**config.mk**
```make
export PLATFORM = sky130hd
export DESIGN_NAME = mem_wb_ctrl
export DESIGN_NICKNAME = d
export VERILOG_FILES = /design/src/rtl/mem_wb_ctrl.sv
export SDC_FILE = /design/constraint.sdc
export NUM_CORES = 1
export LEC_CHECK = 0
export ABC_AREA = 0
export CELL_PAD_IN_SITES_DETAIL_PLACEMENT = 0
export CELL_PAD_IN_SITES_GLOBAL_PLACEMENT = 1
export CORE_MARGIN = 2
export CORE_UTILIZATION = 42
export DETAILED_ROUTE_END_ITERATION = 6
export PLACE_DENSITY = 0.91
export SLEW_MARGIN = 20
export SYNTH_ARGS = -nofsm -noshare
export SYNTH_HDL_FRONTEND = slang
export SYNTH_SLANG_ARGS = --single-unit
```
**constraint.sdc**
```tcl
create_clock -name clk -period 5.67 [get_ports clk]
set_clock_uncertainty 0.15 [all_clocks]
set_input_delay 0.8505 -clock clk [delete_from_list [all_inputs] [get_ports clk]]
set_output_delay 0.8505 -clock clk [all_outputs]
set_load 0.05 [all_outputs]
```
**src/rtl/mem_wb_ctrl.sv**
```systemverilog
// MEM->WB handshake sequencer: issues data-memory requests, stalls upstream stages while an
// access is outstanding, and decides whether RegMW captures the instruction or a bubble.
module mem_wb_ctrl #(
    parameter int unsigned TIMEOUT_CYCLES = 255,
    parameter int unsigned CNT_W          = 8
) (
    input  logic        clk,
    input  logic        rst_n,
    input  logic        mem_valid_i,
    input  logic        mem_load_i,
    input  logic        mem_store_i,
    input  logic        flush_i,
    input  logic        dmem_req_ready_i,
    input  logic        dmem_rsp_valid_i,
    output logic        dmem_req_valid_o,
    output logic        dmem_req_we_o,
    output logic        stall_o,
    output logic        mw_valid_o,
    output logic        timeout_o,
    output logic        busy_o,
    output logic [31:0] stall_cnt_o
);

    typedef enum logic [1:0] {
        IDLE     = 2'd0,
        REQ      = 2'd1,
        WAIT_RSP = 2'd2,
        DRAIN    = 2'd3
    } state_e;

    state_e           state_q, state_d;
    logic [CNT_W-1:0] cnt_q, cnt_d;
    logic             timeout_q, timeout_d;
    logic [31:0]      stall_cnt_q, stall_cnt_d;

    logic access;
    logic expired;
    logic req_valid;
    logic stall;
    logic mw_valid;

    assign access  = mem_load_i | mem_store_i;
    assign expired = (state_q != IDLE) && (cnt_q == CNT_W'(TIMEOUT_CYCLES));

    always_comb begin
        state_d   = state_q;
        req_valid = 1'b0;
        stall     = 1'b0;
        mw_valid  = 1'b0;
        timeout_d = 1'b0;
        unique case (state_q)
            IDLE: begin
                if (!flush_i && mem_valid_i) begin
                    if (!access) begin
                        mw_valid = 1'b1;
                    end else begin
                        req_valid = 1'b1;
                        if (!dmem_req_ready_i) begin
                            stall   = 1'b1;
                            state_d = REQ;
                        end else if (mem_store_i) begin
                            mw_valid = 1'b1;
                        end else begin
                            stall   = 1'b1;
                            state_d = WAIT_RSP;
                        end
                    end
                end
            end
            REQ: begin
                if (flush_i) begin
                    state_d = IDLE;
                end else if (dmem_req_ready_i) begin
                    // Acceptance wins over a timeout landing in the same cycle.
                    req_valid = 1'b1;
                    if (mem_store_i) begin
                        mw_valid = 1'b1;
                        state_d  = IDLE;
                    end else begin
                        stall   = 1'b1;
                        state_d = WAIT_RSP;
                    end
                end else if (expired) begin
                    timeout_d = 1'b1;
                    state_d   = IDLE;
                end else begin
                    req_valid = 1'b1;
                    stall     = 1'b1;
                end
            end
            WAIT_RSP: begin
                if (flush_i) begin
                    state_d = dmem_rsp_valid_i ? IDLE : DRAIN;
                end else if (dmem_rsp_valid_i) begin
                    mw_valid = 1'b1;
                    state_d  = IDLE;
                end else if (expired) begin
                    timeout_d = 1'b1;
                    state_d   = IDLE;
                end else begin
                    stall = 1'b1;
                end
            end
            DRAIN: begin
                // The killed load's response is still owed; swallow it before new requests.
                if (flush_i) begin
                    if (dmem_rsp_valid_i) begin
                        state_d = IDLE;
                    end
                end else if (expired && !dmem_rsp_valid_i) begin
                    timeout_d = 1'b1;
                    state_d   = IDLE;
                end else begin
                    stall    = mem_valid_i & access;
                    mw_valid = mem_valid_i & ~access;
                    if (dmem_rsp_valid_i) begin
                        state_d = IDLE;
                    end
                end
            end
            default: state_d = IDLE;
        endcase
    end

    always_comb begin
        if (state_d == IDLE || state_d != state_q) begin
            cnt_d = '0;
        end else begin
            cnt_d = cnt_q + CNT_W'(1);
        end
        stall_cnt_d = stall_cnt_q;
        if (stall && (stall_cnt_q != 32'hFFFF_FFFF)) begin
            stall_cnt_d = stall_cnt_q + 32'd1;
        end
    end

    always_ff @(posedge clk or negedge rst_n) begin
        if (!rst_n) begin
            state_q     <= IDLE;
            cnt_q       <= '0;
            timeout_q   <= 1'b0;
            stall_cnt_q <= '0;
        end else begin
            state_q     <= state_d;
            cnt_q       <= cnt_d;
            timeout_q   <= timeout_d;
            stall_cnt_q <= stall_cnt_d;
        end
    end

    assign dmem_req_valid_o = req_valid;
    assign dmem_req_we_o    = req_valid & mem_store_i;
    assign stall_o          = stall;
    assign mw_valid_o       = mw_valid;
    assign timeout_o        = timeout_q;
    assign busy_o           = (state_q != IDLE);
    assign stall_cnt_o      = stall_cnt_q;

endmodule

```
# [After elaboration in Yosys (flattened, before gate mapping)]
# Cells that the tools add are included.
[op_classes] eq_ne=6 n_reduce_logical=10 addsub=2 bitwise=5 mux=51
[op_table] operator="$add 32x1->32 const B" n=1
[op_table] operator="$ne 32x32->1 const B" n=1
[op_table] operator="$mux 1" n=31
[op_table] operator="$mux 2" n=14
[op_table] operator="$add 8x1->8 const B" n=1
[op_table] operator="$eq 8x8->1 const B" n=1
[op_table] operator="$mux 8" n=1
[op_table] operator="$pmux 1 s4" n=2
[op_table] operator="$pmux 2 s4" n=1
[op_table] operator="$eq 2x2->1 const B" n=2
[op_table] operator="$logic_and 1x1->1" n=4
[op_table] operator="$logic_not 2->1" n=2
[op_table] operator="$and 1x1->1" n=3
[op_table] operator="$pmux 1 s3" n=1
[op_table] operator="$eq 2x1->1 const B" n=1
[op_table] operator="$logic_not 1->1" n=2
[op_table] operator="$ne 2x2->1" n=1
[op_table] operator="$pmux 1 s2" n=1
[op_table] operator="$reduce_bool 2->1" n=1
[op_table] operator="$logic_or 1x1->1" n=1
[op_table] operator="$not 1->1" n=1
[op_table] operator="$or 1x1->1" n=1
[totals] elab_cells=78 reg_bits=43 output_inout_bits=38

# [Logic depth before layout (Yosys ltp)]
[logic_depth] depth_word=9 mapped_depth=9

# [Worst setup path before layout]
# OpenSTA, ideal clock, no wires.
[synth_timing] path_kind="input-to-output" start="input flush_i" end="output dmem_req_we_o" t_required_ps=4669 arrival_time_ps=2840 stages=3 n_path_buf=1 slack_ps=1829 path_cell_list="clkbuf_2 > o31ai_1 > and2_1"
[synth_via] elab_chain_len=5
[synth_rtl] item="from (decl)" line_no="12" text="input logic flush_i,"
[synth_rtl] item="$logic_not 1->1" line_no="53" text="if (!flush_i && mem_valid_i) begin"
[synth_rtl] item="$logic_and 1x1->1" line_no="53"
[synth_rtl] item="$mux 1" line_no="53"
[synth_rtl] item="$pmux 1 s2 (*)" line_no="51" text="unique case (state_q)"
[synth_rtl] item="named net dmem_req_valid_o" line_no="15" text="output logic dmem_req_valid_o,"
[synth_rtl] item="$and 1x1->1 (*)" line_no="152" text="assign dmem_req_we_o = req_valid & mem_store_i;"
[synth_rtl] item="to (decl)" line_no="16" text="output logic dmem_req_we_o,"
# Mark *: on every way through the listed nets, which the timed path passes. The rest lies on a longest branch.

# [Final worst setup path]
[layout_timing] start="input flush_i" end="output stall_o"
[layout_via] elab_chain_len=4
[layout_rtl] item="$logic_not 1->1" line_no="53"
[layout_rtl] item="$logic_and 1x1->1" line_no="53"
[layout_rtl] item="$mux 1" line_no="53"
[layout_rtl] item="$pmux 1 s4 (*)" line_no="51"
[layout_rtl] item="to (decl)" line_no="17" text="output logic stall_o,"
# Mark *: on every way between the ends. The rest lies on a longest branch, timed or not.

==> results.toml <==
[floorplanning]
ios = 46
dieArea_mm2 = 0.00589
start_util_pct = 43.5
std_cell_rows = 26
core-area_mm2 = 0.00511
fp.dieH_um = 76.7
die_x_um = 76.7

[final_layout]
nets = 279
fill_cells = 478
insertedDiodeCount = 0
final_core_util_pct = 55.0
drive_above_1_share_pct = 8.52
area_delta_synth_final_pct = 26.4
layout.cells.most_common = "clkdlybuf4s50_1"
layout_common_cells = "clkdlybuf4s50_1, dfrtp_1, nor2_1, xor2_1, nand2_1"
design_area_mm2 = 0.00281

[route]
dr.pass1.iters = 4
first_iter_violations = 97
vias_per_cell = 5.33
drc_errors = 0
wl_um = 4780
routedWlPerCell_um = 14.1
ant_nets = 0
vias = 1813

[pwr]
leakagePower_nw = 1.16
power_density_mw_per_mm2 = 283
irDropWorstVdd_v = 0.000169

[cts]
clkTransAtPathRegs_ns = 0.08
cts_num_sinks = 43
holdBufCountCts = 0
postCtsSetupRepairBufs = 0
clockBufferDepth = 2
post_cts_resize_count = 0
cts_buffers = 5
clock_latency_ns = 0.30
cts_tree = "yes"
cts_root_buf = "clkbuf_8"
h-tree-depth = 2

[timing]
fin_crit_sh_pct = 71.8
period_needed_ns = 4.07
rsz0062_at_grt = "no"
maxSlewViolCount = 0
tightest_slew_ns = 0.944
slew_headroom_pct = 37.1
finalSetupTns_ns = 0
setup_violations = 0
max_freq_mhz = 246
hold_violations = 0

[outcome]
status = "complete, no violations"

[worst_setup_path]
path_cells = "clkdlybuf4s50_1 > nor2b_2 > o2111ai_1 > o221a_2 > nand2_1 > clkdlybuf4s50_1"
cp_num_buf_inv = 2
slowest_delay_ns = 0.80
start_kind = "input pin"
critPathTopFamily = "buffers and inverters"
arrival_ns = 3.07
end_kind = "output pin"
path_class = "in -> out"
slowest_stage = "clkdlybuf4s50_1"
path_common_cell = "clkdlybuf4s50_1"
cp.required_ns = 4.67
critPathMaxFanout = 9

[global_route]
overflow = 0
grt_max_degree = 44
grt_pass1_vias = 1779
track_usage_pct = 17.4
antenna_found_initial = 0
grt_pass1_wl_um = 8350

[synthesis]
synth_ff_type = "dfrtp_1"
yosys_warnings = 0
syn_inst = 221
synth_cell_types = 48
syn-mean-instance-area_um2 = 10.0
ys_ff_latch = 43
yosysSeqAreaShare_pct = 48.5
synth_edf_count = 0
netlist_area_mm2 = 0.00222
synth_fp_nets = 231
async_reset_ff_share_pct = 100

[worst_hold_path]
min_path_type = "reg -> reg"

[flow_run]
max-cap-violations = 0

[place]
place_area_mm2 = 0.00272
gp_congestion = 0.875
place_hpwl_um = 3390
io_buffers = 45
[power by group]
part	leakage [nW]	switching [mW]	internal, mW
sequential	0.568	0.0334	0.334
clock	0.0412	0.108	0.0862
combinational	0.553	0.153	0.0789
[sequential cells by signal (all words and copies together) (netlist names)]
| name | cells |
|---|---|
| stall_cnt_o | 32 |
| cnt_q | 8 |
| state_q | 2 |
| timeout_o | 1 |
[final timing paths]
path / startpoint / end / slack [ns] / cells after the start
setup / recovery: flush_i / stall_o / 1.60 / 6
hold / removal: cnt_q[0] / cnt_q[0] / 0.31 / 1
setup reg to reg: cnt_q[0] / stall_cnt_o[17] / 3.09 / 7
hold reg to reg: cnt_q[0] / cnt_q[0] / 0.31 / 1
max in group asynchronous: rst_n / stall_cnt_o[27] / 4.25 / 1
min in group asynchronous: rst_n / stall_cnt_o[0] / 0.54 / 1
[cell usage after synthesis, types with 2 or more instances]
cell type / number / share of area [%]
nor3_2: 3 / 1.4
and2_1: 3 / 0.85
and3_1: 3 / 0.85
a21o_2: 2 / 0.79
nor2b_1: 3 / 0.85
xor2_1: 22 / 8.7
or2_2: 2 / 0.56
nand3_1: 15 / 3.4
xnor2_1: 14 / 5.5
nand2_1: 19 / 3.2
nor4_1: 7 / 2.0
buf_6: 2 / 1.0
or4_1: 2 / 0.68
a21oi_1: 4 / 0.90
ha_1: 2 / 1.1
nand4_1: 8 / 2.3
o2111ai_1: 2 / 0.79
o21ai_0: 3 / 0.68
inv_1: 3 / 0.51
nor2_1: 25 / 4.2
dfrtp_1: 43 / 48
nor3_1: 8 / 1.8
[per-layer routing]
layer  global-route usage [%]  share of wire (%)  wire length (um)  up-vias
met5                        0                  0                 0        -
met4                     5.45                1.4                68        0
met3                     4.00                4.9               235        6
met2                     28.4                 46              2190       53
met1                     23.1                 48              2280      884
li1                         -                  -                 -      870
[logic make-up (layout without fill, tap and decap cells)]
logic type                 after synthesis  count (layout)  share of synthesized area [%]
AOI/OAI and AO/OA                       22              22                           7.21
xor gates and xnor gates                36              36                           14.2
adders and majority gates                2               2                           1.13
buffers and inverters                    8              57                           2.08
DFF                                     43              43                           48.5
muxes                                    1               1                          0.451
and+or+nand+nor                        109             109                           26.5
[worst register-to-register path, cell delays in order, from the launching register on]
cell and delay (ns):
dfrtp_1 0.40, ha_1 0.24, nand3_2 0.15, nor3_2 0.06
or4_4 0.57, a21o_1 0.25, or4b_1 0.53, xnor2_1 0.14
[metrics by stage]
stage               power [mW]  std cells  hold WS [ns]  worst slack (ns)
global placement         0.604        332         0.297              1.61
global route             0.832        340         0.320              1.46
finish                   0.793        340         0.311              1.60
CTS                      0.802        340         0.312              1.60
detailed placement       0.606        332         0.301              1.60
floorplan                0.520        221         0.283              1.83
[cell type report]
| cell class | instances | area [um^2] | area share (%) |
|---|---|---|---|
| clock inverters | 2 | 12.5 | 0.446 |
| repair buffers | 45 | 445 | 15.9 |
| inverters | 4 | 15.0 | 0.535 |
| clock buffers | 6 | 72.6 | 2.58 |
| well taps | 70 | 87.6 | 3.12 |
| multi-input cells | 170 | 1100 | 39.1 |
| flip-flops and latches | 43 | 1080 | 38.3 |
Note: power is estimated with default switching activity, not from simulation.
